## config.mk

```make
export PLATFORM = sky130hd
export DESIGN_NAME = md5_stream_ctrl
export DESIGN_NICKNAME = d
export VERILOG_FILES = /design/src/rtl/md5_stream_ctrl.sv
export SDC_FILE = /design/constraint.sdc
export NUM_CORES = 1
export LEC_CHECK = 0
export CORE_AREA = 2 2 312 314
export CTS_CLUSTER_SIZE = 12
export DETAILED_ROUTE_END_ITERATION = 10
export DIE_AREA = 0 0 314 316
export PLACE_DENSITY_LB_ADDON = 0.08
export SETUP_SLACK_MARGIN = 0.4
export SYNTH_ARGS = -nofsm -noshare
export SYNTH_HDL_FRONTEND = slang
export SYNTH_SLANG_ARGS = --single-unit
```

## constraint.sdc

```tcl
create_clock -name clk -period 2.8 [get_ports clk]
set_input_delay 0.28 -clock clk [delete_from_list [all_inputs] [get_ports clk]]
set_output_delay 0.28 -clock clk [all_outputs]
set_load 0.03 [all_outputs]
```

## src/rtl/md5_stream_ctrl.sv

```systemverilog
// Packs a 32-bit little-endian message stream into padded 512-bit MD5 blocks and sequences the hash core.
// Build option MD5_CTRL_BYTESWAP_EN: byte-reverse each input word before storage.
//   state | meaning
//   IDLE  | waiting for the first word of a message
//   FILL  | collecting message words into the block
//   PAD   | writing 0x80 / zero padding words
//   LEN   | writing the bit length into words 14-15
//   START | waiting for core_ready, then one init/next pulse
//   WAIT  | core hashing the block
//   DONE  | digest captured, digest_valid pulse
module md5_stream_ctrl #(
  parameter int LEN_W = 64
) (
  input  logic         clk,
  input  logic         reset,
  input  logic         in_valid,
  output logic         in_ready,
  input  logic [31:0]  in_data,
  input  logic         in_last,
  input  logic [1:0]   in_bytes,
  output logic         core_init,
  output logic         core_next,
  output logic [511:0] core_block,
  input  logic         core_ready,
  input  logic [127:0] core_digest,
  output logic [127:0] digest,
  output logic         digest_valid,
  output logic         busy
);

  typedef enum logic [2:0] {
    S_IDLE, S_FILL, S_PAD, S_LEN, S_START, S_WAIT, S_DONE
  } state_t;

  state_t            state_q, state_d;
  logic [3:0]        wc_q, wc_d;
  logic [LEN_W-1:0]  len_q, len_d;
  logic [0:15][31:0] blk_q, blk_d;
  logic              first_q, first_d;
  logic              pad80_q, pad80_d;
  logic              tail_q, tail_d;
  logic              final_q, final_d;
  logic              skip_q, skip_d;
  logic [127:0]      digest_q, digest_d;

  logic [31:0] word_in, word_pad;
  logic [2:0]  nbytes;
  logic [63:0] len_ext;

`ifdef MD5_CTRL_BYTESWAP_EN
  assign word_in = {in_data[7:0], in_data[15:8], in_data[23:16], in_data[31:24]};
`else
  assign word_in = in_data;
`endif

  assign nbytes  = (in_last && in_bytes != 2'd0) ? {1'b0, in_bytes} : 3'd4;
  assign len_ext = 64'(len_q);

  // Keep the valid bytes of the word and drop the 0x80 marker into the first free byte.
  always_comb begin
    word_pad = '0;
    for (int k = 0; k < 4; k++) begin
      if (3'(k) < nbytes) word_pad[8*k +: 8] = word_in[8*k +: 8];
      else if (3'(k) == nbytes) word_pad[8*k +: 8] = 8'h80;
    end
  end

  always_comb begin
    state_d      = state_q;
    wc_d         = wc_q;
    len_d        = len_q;
    blk_d        = blk_q;
    first_d      = first_q;
    pad80_d      = pad80_q;
    tail_d       = tail_q;
    final_d      = final_q;
    skip_d       = skip_q;
    digest_d     = digest_q;
    in_ready     = 1'b0;
    core_init    = 1'b0;
    core_next    = 1'b0;
    digest_valid = 1'b0;
    if (!reset) begin
      case (state_q)
        S_IDLE, S_FILL: begin
          in_ready = 1'b1;
          if (in_valid) begin
            blk_d[wc_q] = word_pad;
            wc_d        = wc_q + 4'd1;
            len_d       = len_q + LEN_W'({nbytes, 3'b000});
            state_d     = S_FILL;
            if (state_q == S_IDLE) first_d = 1'b1;
            if (in_last) begin
              pad80_d = (nbytes == 3'd4);
              tail_d  = 1'b1;
              state_d = (wc_q == 4'd15) ? S_START : S_PAD;
            end else if (wc_q == 4'd15) begin
              state_d = S_START;
            end
          end
        end
        S_PAD: begin
          if (wc_q == 4'd14 && !pad80_q) begin
            state_d = S_LEN;
          end else begin
            blk_d[wc_q] = pad80_q ? 32'h0000_0080 : 32'h0;
            pad80_d     = 1'b0;
            wc_d        = wc_q + 4'd1;
            if (wc_q == 4'd15) state_d = S_START;
          end
        end
        S_LEN: begin
          blk_d[14] = len_ext[31:0];
          blk_d[15] = len_ext[63:32];
          final_d   = 1'b1;
          state_d   = S_START;
        end
        S_START: begin
          if (core_ready) begin
            core_init = first_q;
            core_next = !first_q;
            first_d   = 1'b0;
            skip_d    = 1'b1;
            state_d   = S_WAIT;
          end
        end
        S_WAIT: begin
          if (skip_q) begin
            skip_d = 1'b0;
          end else if (core_ready) begin
            wc_d = 4'd0;
            if (final_q) begin
              digest_d = core_digest;
              state_d  = S_DONE;
            end else begin
              state_d = tail_q ? S_PAD : S_FILL;
            end
          end
        end
        S_DONE: begin
          digest_valid = 1'b1;
          wc_d         = 4'd0;
          len_d        = '0;
          pad80_d      = 1'b0;
          tail_d       = 1'b0;
          final_d      = 1'b0;
          state_d      = S_IDLE;
        end
        default: state_d = S_IDLE;
      endcase
    end
  end

  always_ff @(posedge clk) begin
    if (reset) begin
      state_q  <= S_IDLE;
      wc_q     <= '0;
      len_q    <= '0;
      blk_q    <= '0;
      first_q  <= 1'b0;
      pad80_q  <= 1'b0;
      tail_q   <= 1'b0;
      final_q  <= 1'b0;
      skip_q   <= 1'b0;
      digest_q <= '0;
    end else begin
      state_q  <= state_d;
      wc_q     <= wc_d;
      len_q    <= len_d;
      blk_q    <= blk_d;
      first_q  <= first_d;
      pad80_q  <= pad80_d;
      tail_q   <= tail_d;
      final_q  <= final_d;
      skip_q   <= skip_d;
      digest_q <= digest_d;
    end
  end

  assign core_block = blk_q;
  assign digest     = digest_q;
  assign busy       = (state_q != S_IDLE);

endmodule

```

==> results.md, run 1 <==
- Pleak: 13.05 nW
- Commonest cells after routing, fill and taps aside: 802 x clkdlybuf4s50_1, 702 x dfxtp_1, 413 x o21ai_0
- Sequential share of the synthesized area: 0.5409
- Initial antenna violation count: 4
- Total CTS buffers: 82
- Final Max Slew Viols: 0
- Hold Slack: around 0.18 ns
- Post-synth cell types: 54
- CP max-delay cell: or4_1
- Vias per inst: between 4 and 5
- R2r setup slk: about 0.43 ns
- Fill count: between 9000 and 10000
- Initial DRC Count: approximately 2200
- # IOs: 812
- Maximum vdd drop: 0.3817 mV
- Number of max-cap violations: 0
- Max Clk Rate: about 420 MHz
- FFs w/ async S/R, synth: 0
- Outcome: completed
- Most common cell after layout, fill and taps aside: clkdlybuf4s50_1
- Initial Util: 0.2749
- Hold/Removal Path Class: in -> reg
- Wire per inst: 24.11 um
- Cells on worst reg2reg path: 5
- Placer Congestion: between 0.8 and 0.9
- ANT nets after route: 0
- CP arrival: 2.94 ns
- Largest net degree at the start of global routing: between 200 and 300
- Via count of the first global-routing pass: approximately 24000
- Clock tree buffer depth: 3
- Clock-pin slew on the worst setup and hold paths: 0.06 ns
- Synth warn: 0
- DR vias: 24770
- Worst r2r src: len_ext[25]$_SDFFE_PP0P_
- Fin crit share: 0.8448
- Clock Power Share: 0.462
- # clock sinks: 713
- Full die area: between 0.09 and 0.1 mm2
- Slew headroom: 0.3625
- Syn Inst Count: about 2900
- Slew @ Worst Pin: between 0.9 and 1 ns
- Critical Path RT: 3.37 ns
- Setup violations, final: 0
- RSZ-0062 raised after global routing: true
- Skew-Pair Late Insertion Delay: roughly 0.65 ns
- # rows: 114
- Sw Share: 0.2491
- Comb pwr share: 0.090
- Reg power frac: 0.448
- Chip width: roughly 310 um
- Final Skew: 0.01949 ns
- Reg-to-Reg End: len_ext[49]$_SDFFE_PP0P_
- Power, Total: 23.16 mW
- Final min period: between 2 and 2.5 ns
- Crit Path Category: reg -> reg
- Area growth from synthesis to layout: 49.61%
- CP Launch Type: flip-flop
- IO buf count: 811
- Worst path max stage delay: 0.60 ns
- Flip-flop and latch count after synthesis: 713
- Synth area leader: dfxtp_1
- Post-DP HPWL: 84930 um
- Post-route insts no fill: 4968
- Pwr dens: around 590 mW/mm2
- Inst Count DP: 4817
- Synth Area per Inst: about 9.2 um2
- Critical Path Sink: len_ext[49]$_SDFFE_PP0P_
- All-Layer GR Usage: 0.2311
- Final Hold Fails: 0
- Root buf cell: clkbuf_16
- Worst-path maximum fanout: 7
- Setup crit end kind: flip-flop
- NetSw: 5.768 mW
- WL final: 119800 um
- CP cell instances: nand4_1 > or4_1 > or4_4 > or3_1 > a21oi_1
- Internal power: between 15 and 20 mW
- DRT Pass-1 Iters: 5
- Netlist area before placement: 0.02639 mm2
- Nets: 3810
- Die H: 316 um
- Syn Nets: 3042
- Post-synth top flop: dfxtp_1
- CTS H-tree depth: 3
- Fraction of layout cells with a size suffix above 1: 0.08780
- Synth top area share: 0.5409
- First-pass GRT wire length: ~170000 um
- Grt total ovfl: 0
- CTS tree: done
- DRC viols: 0
- Core footprint: 0.09599 mm2
- Dominant cells by area after synthesis: dfxtp_1 54%, nand3b_1 11%, o21ai_0 7.9%
- Post-synth EDFFs: 0
- Setup crit start: len_ext[25]$_SDFFE_PP0P_
[stage by stage]
step / utilization / TNS, ns / setup slack, ns / cell area (um2)
2_1_floorplan: - / 0 / 0.2802 / 26520
3_3_place_gp: 0.3815 / -3.134 / -0.2144 / 36620
3_5_place_dp: 0.3815 / -4.622 / -0.2584 / 36620
4_1_cts: 0.4099 / 0 / 0.4033 / 39350
5_1_grt: 0.4113 / 0 / 0.3766 / 39480
6_report: 0.4113 / 0 / 0.4346 / 39480
[synth_stat cells, types with 15 or more instances]
library cell and instances:
nand2_1 331, nand4_1 22, clkbuf_1 255, o21ai_0 414
dfxtp_1 713, nand3_1 41, or4_1 15, o21bai_1 64
o2bb2ai_1 61, nor2_1 64, nand3b_1 385, xnor2_1 16
inv_1 19, nor3b_1 68, nor4_1 18, or3_1 23
a22oi_1 46, a21oi_1 181
[worst min path at each step]
stage                                 start                           to  slack, ns  cells past startpoint
CTS                         core_digest[48]      digest[48]$_SDFFE_PP0P_       0.14                      3
global placement    digest[22]$_SDFFE_PP0P_      digest[22]$_SDFFE_PP0P_       0.44                      2
detailed placement  digest[83]$_SDFFE_PP0P_      digest[83]$_SDFFE_PP0P_       0.45                      2
floorplan                        in_data[0]  core_block[32]$_SDFFE_PP0P_       0.41                      1
finish                      core_digest[79]      digest[79]$_SDFFE_PP0P_       0.18                      3
global route                core_digest[48]      digest[48]$_SDFFE_PP0P_       0.16                      3
[cell families after synthesis]
family          synth area share
simple gates              0.2237
compound gates            0.1798
flops                     0.5409
buf+inv                  0.04073
xor+xnor                0.009956
fa+ha+maj               0.004552
mux                    0.0003793
[registers in the layout, summed over array words and instances, names as in the netlist]
register	flops
final_q	1
len_ext	61
tail_q	1
digest	128
state_q	3
skip_q	1
first_q	1
core_block	512
wc_q	4
pad80_q	1
[critical path: cells and delay by family, from the launching register on]
family / cells / cell delay (ns)
flops: 1 / 0.43
compound gates: 1 / 0.13
simple gates: 4 / 1.72
[layer usage]
layer,track usage,up-vias,routed length (um)
met5,0,-,11
met4,0.08504,2,4013
met2,0.3913,897,57800
li1,-,11670,-
met3,0.06854,172,9598
met1,0.2765,12030,48380
[power by group through the flow]
| stage | Combinational [mW] | Clock (mW) | Sequential (mW) |
|---|---|---|---|
| finish | 2.09 | 10.7 | 10.4 |
| global route | 2.20 | 11.4 | 10.4 |
| CTS | 2.10 | 11.0 | 10.4 |
| detailed placement | 2.07 | 0 | 10.6 |
| global placement | 2.07 | 0 | 10.6 |
| floorplan | 0.694 | 0 | 10.8 |
[repair_timing]
item / 4_1_cts / 5_1_grt
resized for setup: 17 / 25
pin swaps: 1 / 7
setup endpoints to repair: 223 / 295
endpoints found under the hold margin: 4 / 0
setup buffers: 2 / 6
hold buffers: 1 / 0
[layout make-up]
| class | instances | area (um2) | area share |
|---|---|---|---|
| clock buffers | 129 | 2490 | 0.06306 |
| inverters | 19 | 75.07 | 0.001901 |
| clock inverters | 11 | 148.9 | 0.003771 |
| multi-input cells | 1869 | 11290 | 0.2859 |
| flip-flops and latches | 713 | 14290 | 0.3620 |
| well taps | 1276 | 1597 | 0.04044 |
| repair buffers | 949 | 9587 | 0.2428 |
| diodes | 2 | 5.005 | 0.0001268 |
Note: power is estimated with default switching activity, not from simulation.
==> inputs of run 2 (changes only) <==
Settings changed: CORE_AREA 2 2 312 314 to 2 2 313 315, DIE_AREA 0 0 314 316 to 0 0 315 317.
Clock period 2.8 ns to 2.2 ns, I/O delays scaled along.
==> results.md, run 2 (same netlist as run 1, synthesis figures left out) <==
- Nets: 4137
- RSZ-0062 raised after global routing: true
- CP cell instances: or3b_4 > buf_6 > a211o_1 > or4_4 > buf_6 > buf_6 > xnor2_2 > nor2_1
- Area growth from synthesis to layout: 81.26%
- Critical Path Sink: len_ext[41]$_SDFFE_PP0P_
- Largest net degree at the start of global routing: ~290
- Setup violations, final: 247
- Final Hold Fails: 0
- Max Clk Rate: 428.6 MHz
- Root buf cell: clkbuf_16
- Most common cell after layout, fill and taps aside: clkdlybuf4s50_1
- Setup crit end kind: flip-flop
- Reg-to-Reg End: len_ext[41]$_SDFFE_PP0P_
- Total CTS buffers: 83
- WL final: 144800 um
- CTS H-tree depth: 3
- Initial DRC Count: between 2000 and 2500
- Chip width: 315 um
- Clock tree buffer depth: 3
- R2r setup slk: -0.13 ns
- # rows: 114
- Setup TNS: -10.60 ns
- Critical Path RT: 2.73 ns
- # IOs: 812
- Grt total ovfl: 0
- Worst path max stage delay: 0.56 ns
- Outcome: complete, but fails checks
- Via count of the first global-routing pass: 26470
- Post-DP HPWL: 85300 um
- Worst-path maximum fanout: 6
- Placer Congestion: 0.8400
- ANT nets after route: 0
- IO buf count: 811
- CP max-delay cell: or4_4
- CTS tree: done
- PnR worst setup slack: -0.1329 ns
- CP Launch Type: flip-flop
- Die H: 317 um
- Wire per inst: 27.32 um
- Hold Slack: 0.1162 ns
- First-pass GRT wire length: 193300 um
- Core footprint: roughly 0.096 mm2
- DRT Pass-1 Iters: 6
- All-Layer GR Usage: 0.2645
- Skew-Pair Late Insertion Delay: 0.66 ns
- Failing checks: setup timing
- Slew @ Worst Pin: 1.277 ns
- Cells on worst reg2reg path: 8
- Vias per inst: 5.217
- Clock-pin slew on the worst setup and hold paths: ~0.060 ns
- Final min period: about 2.3 ns
- Fraction of layout cells with a size suffix above 1: 0.2700
- Worst r2r src: state_q[1]$_SDFFE_PP0P_
- Place WS: -0.8691 ns
- Full die area: around 0.1 mm2
- Maximum vdd drop: 0.5345 mV
- Final Max Slew Viols: 0
- Initial antenna violation count: 5
- Number of flip-flops under the largest register name: 512
- Pwr dens: 647.1 mW/mm2
- Slew headroom: 0.1487
- Commonest cells after routing, fill and taps aside: 804 x clkdlybuf4s50_1, 701 x dfxtp_1, 385 x nand3b_1
- DR vias: between 20000 and 30000
- # clock sinks: slightly above 700
- Initial Util: 0.2741
- CP most frequent cell: buf_6
- Fin crit share: 1.060
- Hold/Removal Path Class: in -> reg
- Number of max-cap violations: 0
- Final Skew: about 0.021 ns
- DRC viols: 0
- Crit Path Category: reg -> reg
- Pleak: 16.70 nW
- Setup crit start: state_q[1]$_SDFFE_PP0P_
- CP arrival: 2.86 ns
-- run 2: how the worst min path moves through the flow --
| stage | slack, ns | cells after the start | start | to |
|---|---|---|---|---|
| 2_1_floorplan | 0.35 | 1 | in_data[0] | core_block[32]$_SDFFE_PP0P_ |
| 3_3_place_gp | 0.44 | 2 | digest[32]$_SDFFE_PP0P_ | digest[32]$_SDFFE_PP0P_ |
| 3_5_place_dp | 0.45 | 2 | digest[102]$_SDFFE_PP0P_ | digest[102]$_SDFFE_PP0P_ |
| 4_1_cts | 0.06 | 3 | core_digest[51] | digest[51]$_SDFFE_PP0P_ |
| 5_1_grt | 0.1 | 3 | core_digest[90] | digest[90]$_SDFFE_PP0P_ |
| 6_report | 0.12 | 3 | core_digest[67] | digest[67]$_SDFFE_PP0P_ |
-- run 2: critical path, delay by kind of cell, from the launching register on --
family          cells  cell delay (ns)
xor+xnor            1             0.11
buf+inv             3             0.40
simple gates        3             1.05
compound gates      1             0.32
flops               1             0.34
-- run 2: repair_timing --
action	in CTS	in global routing
pin swaps	42	164
hold buffers	1	0
cloned	81	35
resized for setup	538	566
setup endpoints to repair	1348	1350
setup buffers	83	37
hold endpoints to repair	1	0
-- run 2: final cells by class --
class | instances | area [um2]
antenna | 3 | 7.507
clock buffer | 127 | 2516
timing repair buffer | 1274 | 15300
tap | 1276 | 1597
multi-input combinational | 1870 | 13880
sequential | 713 | 14290
inverter | 19 | 83.83
fill | 8708 | 48450
clock inverter | 19 | 160.2
-- run 2: report_power, final --
group / leakage, nW / internal (mW) / switching [mW] / total, mW
registers: 5.75 / 13.1 / 0.114 / 13.2
logic: 9.62 / 1.78 / 2.24 / 4.02
clock network: 1.33 / 7.99 / 5.76 / 13.7
-- run 2: stage by stage --
step / cells / cell area [um2] / power (mW) / utilization
floorplan: 2866 / 27480 / 14.71 / -
global placement: 4915 / 38260 / 16.30 / 0.3974
detailed placement: 4915 / 38260 / 16.32 / 0.3974
CTS: 5226 / 44870 / 31.00 / 0.4660
global route: 5301 / 47830 / 31.96 / 0.4968
finish: 5301 / 47830 / 30.96 / 0.4968
-- run 2: per-layer routing --
metal | part of all wire | vias up | track usage
met2 | 0.49 | 1106 | 0.4597
li1 | - | 12490 | -
met5 | 0.00021 | - | 0
met1 | 0.41 | 13840 | 0.3239
met3 | 0.064 | 220 | 0.05354
met4 | 0.037 | 4 | 0.09253
